==> config.mk <==
export PLATFORM = sky130hd
export DESIGN_NAME = decode_fetchq_flat
export DESIGN_NICKNAME = d
export VERILOG_FILES = /design/src/rtl/decode_fetchq_if.sv /design/src/rtl/decode_fetchq.sv /design/src/flat_wrapper.sv
export SDC_FILE = /design/constraint.sdc
export NUM_CORES = 1
export LEC_CHECK = 0
export ABC_CLOCK_PERIOD_IN_PS = 6040
export BUFFER_PORTS_ARGS = -buffer_cell sky130_fd_sc_hd__buf_2
export CORE_ASPECT_RATIO = 0.9
export CORE_UTILIZATION = 55
export DETAILED_ROUTE_END_ITERATION = 16
export GPL_TIMING_DRIVEN = 0
export PLACE_DENSITY = 0.87
export SLEW_MARGIN = 20
export SYNTH_ARGS = -nofsm -noshare
export SYNTH_HDL_FRONTEND = slang
export SYNTH_SLANG_ARGS = --single-unit
==> constraint.sdc <==
create_clock -name clk -period 6.04 [get_ports clk]
set_clock_uncertainty 0.2 [all_clocks]
set_input_delay 0.302 -clock clk [delete_from_list [all_inputs] [get_ports clk]]
set_output_delay 0.302 -clock clk [all_outputs]
set_load 0.05 [all_outputs]
==> src/rtl/decode_fetchq_if.sv <==
// Fetch-to-decode parcel queue bus: fetch push side, decoder pop side, flush and fill level.
interface decode_fetchq_if #(
  parameter int unsigned RV    = 32,
  parameter int unsigned DEPTH = 4
);
  localparam int unsigned CW = $clog2(DEPTH + 1);

  logic          flush;
  logic [RV-1:0] flush_pc;
  logic          in_valid;
  logic [15:0]   in_ins;
  logic          in_ready;
  logic          out_valid;
  logic [15:0]   out_ins;
  logic [15:0]   out_ins2;
  logic [RV-1:0] out_pc;
  logic          out_fused;
  logic          out_ready;
  logic [CW-1:0] count;

  // Fetch/decode side driving the queue.
  modport master (
    output flush, flush_pc, in_valid, in_ins, out_ready,
    input  in_ready, out_valid, out_ins, out_ins2, out_pc, out_fused, count
  );

  // The queue itself.
  modport slave (
    input  flush, flush_pc, in_valid, in_ins, out_ready,
    output in_ready, out_valid, out_ins, out_ins2, out_pc, out_fused, count
  );
endinterface

==> src/rtl/decode_fetchq.sv <==
// Instruction-parcel ring queue between fetch and decode with optional lui+addi fusion.
module decode_fetchq #(
  parameter int unsigned   RV       = 32,
  parameter int unsigned   DEPTH    = 4,
  parameter int unsigned   FUSE     = 1,
  parameter int unsigned   HOLD     = 2,
  parameter logic [RV-1:0] RESET_PC = '0
) (
  input logic            clk,
  input logic            reset,
  decode_fetchq_if.slave q
);

  localparam int unsigned PW        = (DEPTH > 1) ? $clog2(DEPTH) : 1;
  localparam int unsigned CW        = $clog2(DEPTH + 1);
  localparam int unsigned HW        = (HOLD > 0) ? $clog2(HOLD + 1) : 1;
  localparam int unsigned HOLD_LAST = (HOLD > 0) ? HOLD - 1 : 0;

  typedef enum logic {S_NORMAL, S_WAIT} state_t;

  logic [15:0]   mem_q [DEPTH];
  logic [PW-1:0] head_q, tail_q;
  logic [CW-1:0] count_q;
  logic [RV-1:0] pc_q;
  state_t        state_q, state_d;
  logic [HW-1:0] hold_q, hold_d;

  logic [PW-1:0] second_ptr, head_pop;
  logic [15:0]   head_ins, next_ins, nxt_head_ins;
  logic          fused_c, valid_c, in_ready_c, push, pop, enter_wait;
  logic [1:0]    pop_n;
  logic [CW-1:0] count_d, remain;

  // Ring pointer advance by k (k <= 2), wrapping at DEPTH.
  function automatic logic [PW-1:0] wrap_add(input logic [PW-1:0] p, input logic [1:0] k);
    int unsigned s;
    s = 32'(p) + 32'(k);
    if (s >= DEPTH) s = s - DEPTH;
    return PW'(s);
  endfunction

  // lui into x8..x15, or a 32-bit opcode sharing the same upper bits.
  function automatic logic is_cand(input logic [15:0] h);
    return (FUSE != 0) && (h[15:13] == 3'b011) && h[10] && h[0];
  endfunction

  // addi writing the same register as the lui at the head.
  function automatic logic is_pair(input logic [15:0] h, input logic [15:0] n);
    return (n[1:0] == 2'b01) && (n[15:13] == 3'b000) && ({1'b1, n[9:7]} == h[10:7]);
  endfunction

  // Head decode, handshakes and next fill level.
  always_comb begin
    second_ptr   = wrap_add(head_q, 2'd1);
    head_ins     = mem_q[head_q];
    next_ins     = mem_q[second_ptr];
    fused_c      = (count_q >= CW'(2)) && is_cand(head_ins) && is_pair(head_ins, next_ins);
    valid_c      = (count_q != '0) && (state_q != S_WAIT);
    in_ready_c   = !reset && !q.flush && (count_q < CW'(DEPTH));
    push         = q.in_valid && in_ready_c;
    pop          = valid_c && q.out_ready && !q.flush && !reset;
    pop_n        = pop ? (fused_c ? 2'd2 : 2'd1) : 2'd0;
    remain       = count_q - CW'(pop_n);
    count_d      = remain + CW'(push);
    head_pop     = wrap_add(head_q, pop_n);
    nxt_head_ins = (remain != '0) ? mem_q[head_pop] : q.in_ins;
    // Stall only a candidate that has just arrived at the head alone.
    enter_wait   = (HOLD > 0) && (pop || (count_q == '0)) && (count_d == CW'(1)) &&
                   is_cand(nxt_head_ins);
  end

  // Stall FSM next state: wait for the addi parcel for at most HOLD cycles.
  always_comb begin
    state_d = state_q;
    hold_d  = hold_q;
    case (state_q)
      S_NORMAL: begin
        if (enter_wait) begin
          state_d = S_WAIT;
          hold_d  = '0;
        end
      end
      S_WAIT: begin
        if ((count_d >= CW'(2)) || (hold_q == HW'(HOLD_LAST))) begin
          state_d = S_NORMAL;
          hold_d  = '0;
        end else begin
          hold_d = hold_q + HW'(1);
        end
      end
      default: begin
        state_d = S_NORMAL;
        hold_d  = '0;
      end
    endcase
    if (q.flush) begin
      state_d = S_NORMAL;
      hold_d  = '0;
    end
  end

  // Stall FSM state register.
  always_ff @(posedge clk) begin
    if (reset) begin
      state_q <= S_NORMAL;
      hold_q  <= '0;
    end else begin
      state_q <= state_d;
      hold_q  <= hold_d;
    end
  end

  // Storage, pointers, fill level and head PC.
  always_ff @(posedge clk) begin
    if (reset) begin
      for (int unsigned i = 0; i < DEPTH; i++) mem_q[PW'(i)] <= '0;
      head_q  <= '0;
      tail_q  <= '0;
      count_q <= '0;
      pc_q    <= RESET_PC;
    end else if (q.flush) begin
      head_q  <= '0;
      tail_q  <= '0;
      count_q <= '0;
      pc_q    <= q.flush_pc;
    end else begin
      if (push) begin
        mem_q[tail_q] <= q.in_ins;
        tail_q        <= wrap_add(tail_q, 2'd1);
      end
      if (pop) begin
        head_q <= head_pop;
        pc_q   <= pc_q + (fused_c ? RV'(4) : RV'(2));
      end
      count_q <= count_d;
    end
  end

  assign q.in_ready  = in_ready_c;
  assign q.out_valid = valid_c;
  assign q.out_ins   = head_ins;
  assign q.out_ins2  = (count_q >= CW'(2)) ? next_ins : 16'h0000;
  assign q.out_pc    = pc_q;
  assign q.out_fused = fused_c;
  assign q.count     = count_q;

endmodule

==> src/flat_wrapper.sv <==
// flat-port wrapper written by rule: the top's interface ports become plain ports
module decode_fetchq_flat 
#(
  parameter int unsigned   RV       = 32,
  parameter int unsigned   DEPTH    = 4,
  parameter int unsigned   FUSE     = 1,
  parameter int unsigned   HOLD     = 2,
  parameter logic [RV-1:0] RESET_PC = '0
)
  (clk, reset, q_flush, q_flush_pc, q_in_valid, q_in_ins, q_out_ready, q_in_ready, q_out_valid, q_out_ins, q_out_ins2, q_out_pc, q_out_fused, q_count);
  decode_fetchq_if #(.RV(RV), .DEPTH(DEPTH)) q_i ();
  input logic clk;
  input logic reset;
  input wire logic [$bits(q_i.flush)-1:0] q_flush;
  input wire logic [$bits(q_i.flush_pc)-1:0] q_flush_pc;
  input wire logic [$bits(q_i.in_valid)-1:0] q_in_valid;
  input wire logic [$bits(q_i.in_ins)-1:0] q_in_ins;
  input wire logic [$bits(q_i.out_ready)-1:0] q_out_ready;
  output wire logic [$bits(q_i.in_ready)-1:0] q_in_ready;
  output wire logic [$bits(q_i.out_valid)-1:0] q_out_valid;
  output wire logic [$bits(q_i.out_ins)-1:0] q_out_ins;
  output wire logic [$bits(q_i.out_ins2)-1:0] q_out_ins2;
  output wire logic [$bits(q_i.out_pc)-1:0] q_out_pc;
  output wire logic [$bits(q_i.out_fused)-1:0] q_out_fused;
  output wire logic [$bits(q_i.count)-1:0] q_count;
  assign q_i.flush = q_flush;
  assign q_i.flush_pc = q_flush_pc;
  assign q_i.in_valid = q_in_valid;
  assign q_i.in_ins = q_in_ins;
  assign q_i.out_ready = q_out_ready;
  assign q_in_ready = q_i.in_ready;
  assign q_out_valid = q_i.out_valid;
  assign q_out_ins = q_i.out_ins;
  assign q_out_ins2 = q_i.out_ins2;
  assign q_out_pc = q_i.out_pc;
  assign q_out_fused = q_i.out_fused;
  assign q_count = q_i.count;
  decode_fetchq #(.RV(RV), .DEPTH(DEPTH), .FUSE(FUSE), .HOLD(HOLD), .RESET_PC(RESET_PC)) u_core (.clk(clk), .reset(reset), .q(q_i));
endmodule
Yosys cells after proc, flatten, opt, wreduce, memory -nomap -nowiden
Memory sizes are Yosys's and may differ from the RTL's. A register that Yosys moved wholly into a read port is not among the register bits.
Index checks and enable logic that the tools add are counted.
W data, S select, Z words.
Storage, ports and cells
  memory bits (writable): 64
  input bits: 53
  flip-flop bits (word level): 42
  output and inout bits: 70
  memories: 1
Memory list
  u_core.mem_q: words 4, bits a word 16, read ports 3, clocked after memory_dff 1, wr ports 4, RTL line decode_fetchq.sv:21  | logic [15:0] mem_q [DEPTH];
Operators by class
  eq/ne operators: 7
  reductions and logical operators: 28
  add/subtract/negate cells: 10
  mux-type cells: 27
  order comparisons: 6
  bitwise operators: 1
Operators with widths (count)
  $mux W32: 2
  $mux W16: 3
  $add A32 B32 Y32: 1
  $mux W2: 10
  $logic_and A1 B1 Y1: 17
  $reduce_or A16 Y1: 1
  $ge A3 B3 Y1 const B: 3
  $mux W1: 9
  $add A2 B1 Y3 const B: 2
  $eq A3 B2 Y1 const B: 2
  $ge A3 B2 Y1 const B: 2
  $logic_not A3 Y1: 2
  $reduce_bool A3 Y1: 2
  $sub A2 B1 Y2 const B: 3
  $eq A2 B1 Y1 const B: 2
  $eq A4 B4 Y1: 1
  $pmux W2 S2: 1
  $add A2 B2 Y3: 1
  $add A3 B1 Y3: 1
  $eq A3 B1 Y1 const B: 1
  $lt A3 B3 Y1 const B: 1
  $mux W3: 1
  $sub A3 B2 Y3: 1
  $add A2 B1 Y2 const B: 1
  other kinds (7): 9

Logic depth before layout (Yosys ltp)
An unclocked memory read counts as a cell.
  depth after elaboration: 21
  depth in mapped cells: 17
  depth with buffers taken out: 15

Least setup slack after synthesis
Ideal clock, no wire load.
  kind: register -> register
  from: reg (tool-made name)
  to: reg u_core.state_q
  stages on the path, launching flop included: 16
  arrival: 4120 ps
  setup time: 70 ps
  setup slack: 1650 ps
  period minus slack after synthesis: 4390 ps
  data required time: 5770 ps
  cell sequence: dfxtp_1 > buf_4 > mux4_2 > nand4b_1 > or4_1 > or2_4 > clkinv_2 > nor2_1 > ha_1 > fa_1 > xnor2_1 > and3_1 > nor3_1 > mux2_2 > or4_1 > a21oi_1
RTL lines
  to (signal assigned): RTL line decode_fetchq.sv:108  | state_q <= state_d;
  to (decl): RTL line decode_fetchq.sv:25  | state_t state_q, state_d;

Final worst setup path
  from: reg u_core.head_q[1]
  to: reg u_core.pc_q[31] (netlist: u_core.q.out_pc[31])
On the way
  longest elaborated chain between the ends: 12
  elaborated cells on any way between the ends: 15
  classes of those cells: add/sub: 3; order compare: 1; eq/ne: 2; mux: 4; reduce/logical: 4; memory: 1
RTL lines
  from (decl): RTL line decode_fetchq.sv:22  | logic [PW-1:0] head_q, tail_q;
  from (signal assigned): RTL line decode_fetchq.sv:132  | head_q <= head_pop;
  $add A2 B1 Y3 *: RTL line decode_fetchq.sv:37  | s = 32'(p) + 32'(k);
  $ge A3 B3 Y1 / $sub A2 B1 Y2 (equally long branches): RTL line decode_fetchq.sv:38  | if (s >= DEPTH) s = s - DEPTH;
  $mux W2 *: RTL line decode_fetchq.sv:38
  $mem_v2 Z4 W16 *
  $eq A2 B1 Y1 / $logic_not A3 Y1 (equally long branches): RTL line decode_fetchq.sv:49  | return (n[1:0] == 2'b01) && (n[15:13] == 3'b000) && ({1'b1, n[9:7]} == h[10:7]);
  $logic_and A1 B1 Y1: RTL line decode_fetchq.sv:49
  $logic_and A1 B1 Y1 *: RTL line decode_fetchq.sv:49
  $logic_and A1 B1 Y1 *: RTL line decode_fetchq.sv:57  | fused_c = (count_q >= CW'(2)) && is_cand(head_ins) && is_pair(head_ins, next_ins);
  $mux W3 *: RTL line decode_fetchq.sv:133  | pc_q <= pc_q + (fused_c ? RV'(4) : RV'(2));
  $add A32 B32 Y32 *: RTL line decode_fetchq.sv:133
  $mux W32 *: RTL line decode_fetchq.sv:131  | if (pop) begin
  $mux W32 *: RTL line decode_fetchq.sv:121  | end else if (q.flush) begin
  to (signal assigned): RTL line decode_fetchq.sv:125  | pc_q <= q.flush_pc;
  to (signal assigned): RTL line decode_fetchq.sv:133
  to (decl): RTL line decode_fetchq.sv:24  | logic [RV-1:0] pc_q;
Mark *: on every way between the ends. The rest lies on a longest branch, timed or not. The select of a mux whose other input is x is not followed.
A chain may end at the register's enable or synchronous reset.

==> flow_summary_export.csv <==
group,metric,value,unit
status,status,"finished, final reports clean",
worst_setup_path,crit_slowest_cell,"nor3_1",
place,gp_congestion,0.888,
drt,routed_wl,14900,µm
hold_path,hold_path_end,"u_core.q.out_pc[9]",
synth,yosysTopAreaCellShare,33.3,%
power_and_ir_drop,p_seq_share,51.6,%
sta,finalSetupViolCount,0,
sta,min_period_over_period,76.9,%
clocking,cts_buffers,9,
floorplanning,die_width,110,µm
sta,tightest_slew,1.07,ns
synth,async_flop_share,0,%
hold_path,holdCritStartpoint,"q_flush_pc[9]",
worst_setup_path,r2r_start,"u_core.head_q[1]",
synth,yosys-top-cells-area,"edfxtp_1 33%, dfxtp_1 15%, mux4_2 11%, and2_1 5.6%, xnor2_1 3.8%",
clocking,cts_num_sinks,108,
final_layout,final_cell_mix,"127 x buf_2, 64 x edfxtp_1, 52 x and2_1, 44 x dfxtp_1, 42 x nor2_1",
drt,postRouteAntennaNets,0,
clocking,cts-resized-gates,0,
synth,synth.avg_cell_area,11.3,µm²
synth,synth_cell_types,48,
drt,via_per_inst,6.00,
job,maxCapViolCount,0,
place,hpwl,10600,µm
grt,grt_pass1_vias,4594,
floorplanning,die-area,10900,µm²
final_layout,final_common_cell,"buf_2",
hold_path,hold_path_class,"primary input to flop",
drt,wl_per_cell,18.8,µm
worst_setup_path,reg2reg_to,"u_core.q.out_pc[31]",
place,io_buffers,122,
sta,slew-limit-headroom,28.2,%
clocking,clockRootBuffer,"clkbuf_16",
sta,slew_viol_final,0,
power_and_ir_drop,p_int,0.00117,W
worst_setup_path,cp.required,6.11,ns
drt,vias,4754,
sta,hold_viol,0,
worst_setup_path,crit_fanout,10,
synth,ys_warn_count,0,
sta,max_freq,215,MHz
grt,grt_overflow_total,0,
sta,finalSetupTns,0,ns
synth,netlist_instances,513,
power_and_ir_drop,cellPowerDensity,234,nW/µm²
clocking,worstSkewPairLatency,0.34,ns
clocking,clockBufferDepth,2,
worst_setup_path,crit_chain,"buf_2 > mux4_2 > or4_1 > or2_4 > fa_1 > nor3_1 > nor2b_1 > nand4_1 > xor2_1 > a211oi_1",
final_layout,nNetsFinal,720,
power_and_ir_drop,vdd_drop_max,0.134,mV
synth,synth_flop_cell,"edfxtp_1",
power_and_ir_drop,total_power,0.00163,W
floorplanning,io_pins,123,
clocking,postCtsSetupBuffers,0,
worst_setup_path,rr_worst_depth,10,
synth,syn_nets,575,
worst_setup_path,max_stage_delay,0.88,ns
synth,yosysSeqAreaShare,48.5,%
drt,drt_iter0_drc,333,
clocking,htree_levels,3,
sta,period_minus_slack,4.64,ns
floorplanning,core-area,10200,µm²
synth,ys_ff_latch,108,
final_layout,layout-drive-gt1-share,28.2,%
floorplanning,rows,35,
power_and_ir_drop,leakagePower,2.80,nW
floorplanning,die_h,99.2,µm
synth,synth_edf_count,64,
sta,rsz0062_at_grt,"no",
floorplanning,start_util,56.6,%
hold_path,hold_depth,3,
worst_setup_path,start_kind,"flop",
final_layout,insertedDiodeCount,0,
power_and_ir_drop,clock_power_share,35.5,%
final_layout,area_growth,20.5,%
place,dpl_cell_area,6550,µm²
clocking,cts_tree,"yes",
final_layout,stdcell_area,6960,µm²
grt,grt_pass1_wl,23100,µm
worst_setup_path,path_class,"flop to flop",
synth,synth.cell_area,5780,µm²
grt,grt_max_degree,21,
power_and_ir_drop,comb_power_share,12.9,%
grt,antenna_found_initial,0,
grt,grt_usage,27.9,%
worst_setup_path,r2r_slack,1.40,ns
synth,yosys.area.top_type,"edfxtp_1",
clocking,path_clk_slew,0.08,ns
worst_setup_path,cp_data_arrival_time,4.71,ns
drt,drt-pass1-iter-count,5,
drt,drc,0,
worst_setup_path,crit_path_end_kind,"flop",
power_and_ir_drop,switching_share,28.0,%
power_and_ir_drop,p_switching,0.000456,W
==> cell usage after synthesis, types with 3 or more instances <==
| cell | count |
|---|---|
| a211oi_1 | 12 |
| a21oi_1 | 28 |
| and2_1 | 52 |
| and3_1 | 22 |
| and4_1 | 5 |
| buf_2 | 5 |
| clkbuf_1 | 18 |
| dfxtp_1 | 44 |
| edfxtp_1 | 64 |
| ha_1 | 7 |
| inv_1 | 12 |
| mux4_1 | 3 |
| mux4_2 | 29 |
| nand2_1 | 36 |
| nand3_1 | 10 |
| nand4_1 | 12 |
| nor2_1 | 42 |
| nor2b_1 | 16 |
| nor3_1 | 10 |
| nor3b_1 | 4 |
| o21ai_0 | 7 |
| or2_2 | 6 |
| or3_1 | 4 |
| or4_1 | 3 |
| xnor2_1 | 25 |
| xor2_1 | 10 |
==> power by group through the flow <==
| stage | clock network [W] | registers, W | logic, W |
|---|---|---|---|
| after floorplan | 0 | 0.000892 | 0.0000954 |
| after global placement | 0 | 0.000851 | 0.000198 |
| after detailed placement | 0 | 0.000855 | 0.000202 |
| after CTS | 0.000580 | 0.000838 | 0.000210 |
| after global routing | 0.000605 | 0.000843 | 0.000223 |
| final | 0.000577 | 0.000840 | 0.000211 |
==> layout make-up <==
class / instances / area (µm²)
Fill cell: 720 / 3250
Multi-Input combinational cell: 365 / 2800
Sequential cell: 108 / 2800
Timing Repair Buffer: 134 / 731
Clock buffer: 9 / 225
Tap cell: 129 / 161
Buffer: 26 / 115
Clock inverter: 7 / 63.8
Inverter: 14 / 53.8
==> layer usage <==
layer / vias up / track usage [%] / part of all wire [%]
met5: - / 0 / 0
met4: 0 / 9.54 / 2.0
met3: 26 / 4.46 / 8.8
met2: 275 / 45.0 / 49
met1: 2288 / 38.6 / 40
li1: 2165 / - / -
==> what timing repair did <==
item                       4_1_cts  5_1_grt
hold buffers                    12        0
setup endpoints to repair        0        0
hold endpoints to repair        12        0
==> sequential cells by signal, summed over array words and instances, names as in the netlist, named ones only <==
name	count
u_core.head_q	2
u_core.mem_q	64
u_core.state_q	1
u_core.q.count	3
u_core.tail_q	2
u_core.hold_q	2
u_core.q.out_pc	32
==> worst max-delay path: cells and delay by family, from the launching register on <==
kind | cells | cell delay, ns
and+or+nand+nor | 5 | 2.27
muxes | 1 | 0.57
buffers and inverters | 1 | 0.30
AOI/OAI and AO/OA | 1 | 0.21
adders and majority gates | 1 | 0.47
DFF | 1 | 0.36
xor gates and xnor gates | 1 | 0.17
==> stage by stage <==
step	hold WS (ns)	setup WS, ns	std cells	utilization [%]
after floorplan	0.245	1.65	513	-
after global placement	0.269	1.56	764	64.2
after detailed placement	0.285	1.49	764	64.2
after CTS	0.000308	1.45	792	68.2
after global routing	0.00416	1.21	792	68.2
final	0.00840	1.40	792	68.2
==> worst max-delay path by stage <==
stage	start	endpoint	slack [ns]	depth (start not counted)
after detailed placement	flop	u_core.state_q	1.49	16
after floorplan	flop	u_core.state_q	1.65	15
after CTS	flop	u_core.state_q	1.45	16
final	u_core.head_q[1]	u_core.q.out_pc[31]	1.40	10
after global placement	u_core.head_q[1]	u_core.state_q	1.56	14
after global routing	flop	u_core.q.out_pc[31]	1.21	12
==> kinds of logic after synthesis <==
group / synth area share (%)
buffers and inverters: 2.92
adder cells (fa/ha/maj): 2.21
flip-flops: 48.5
multiplexers: 13.4
AND/OR/NAND/NOR: 22.2
AO/OA/AOI/OAI: 5.46
XOR/XNOR: 5.31
Note: power is estimated with default switching activity, not from simulation.
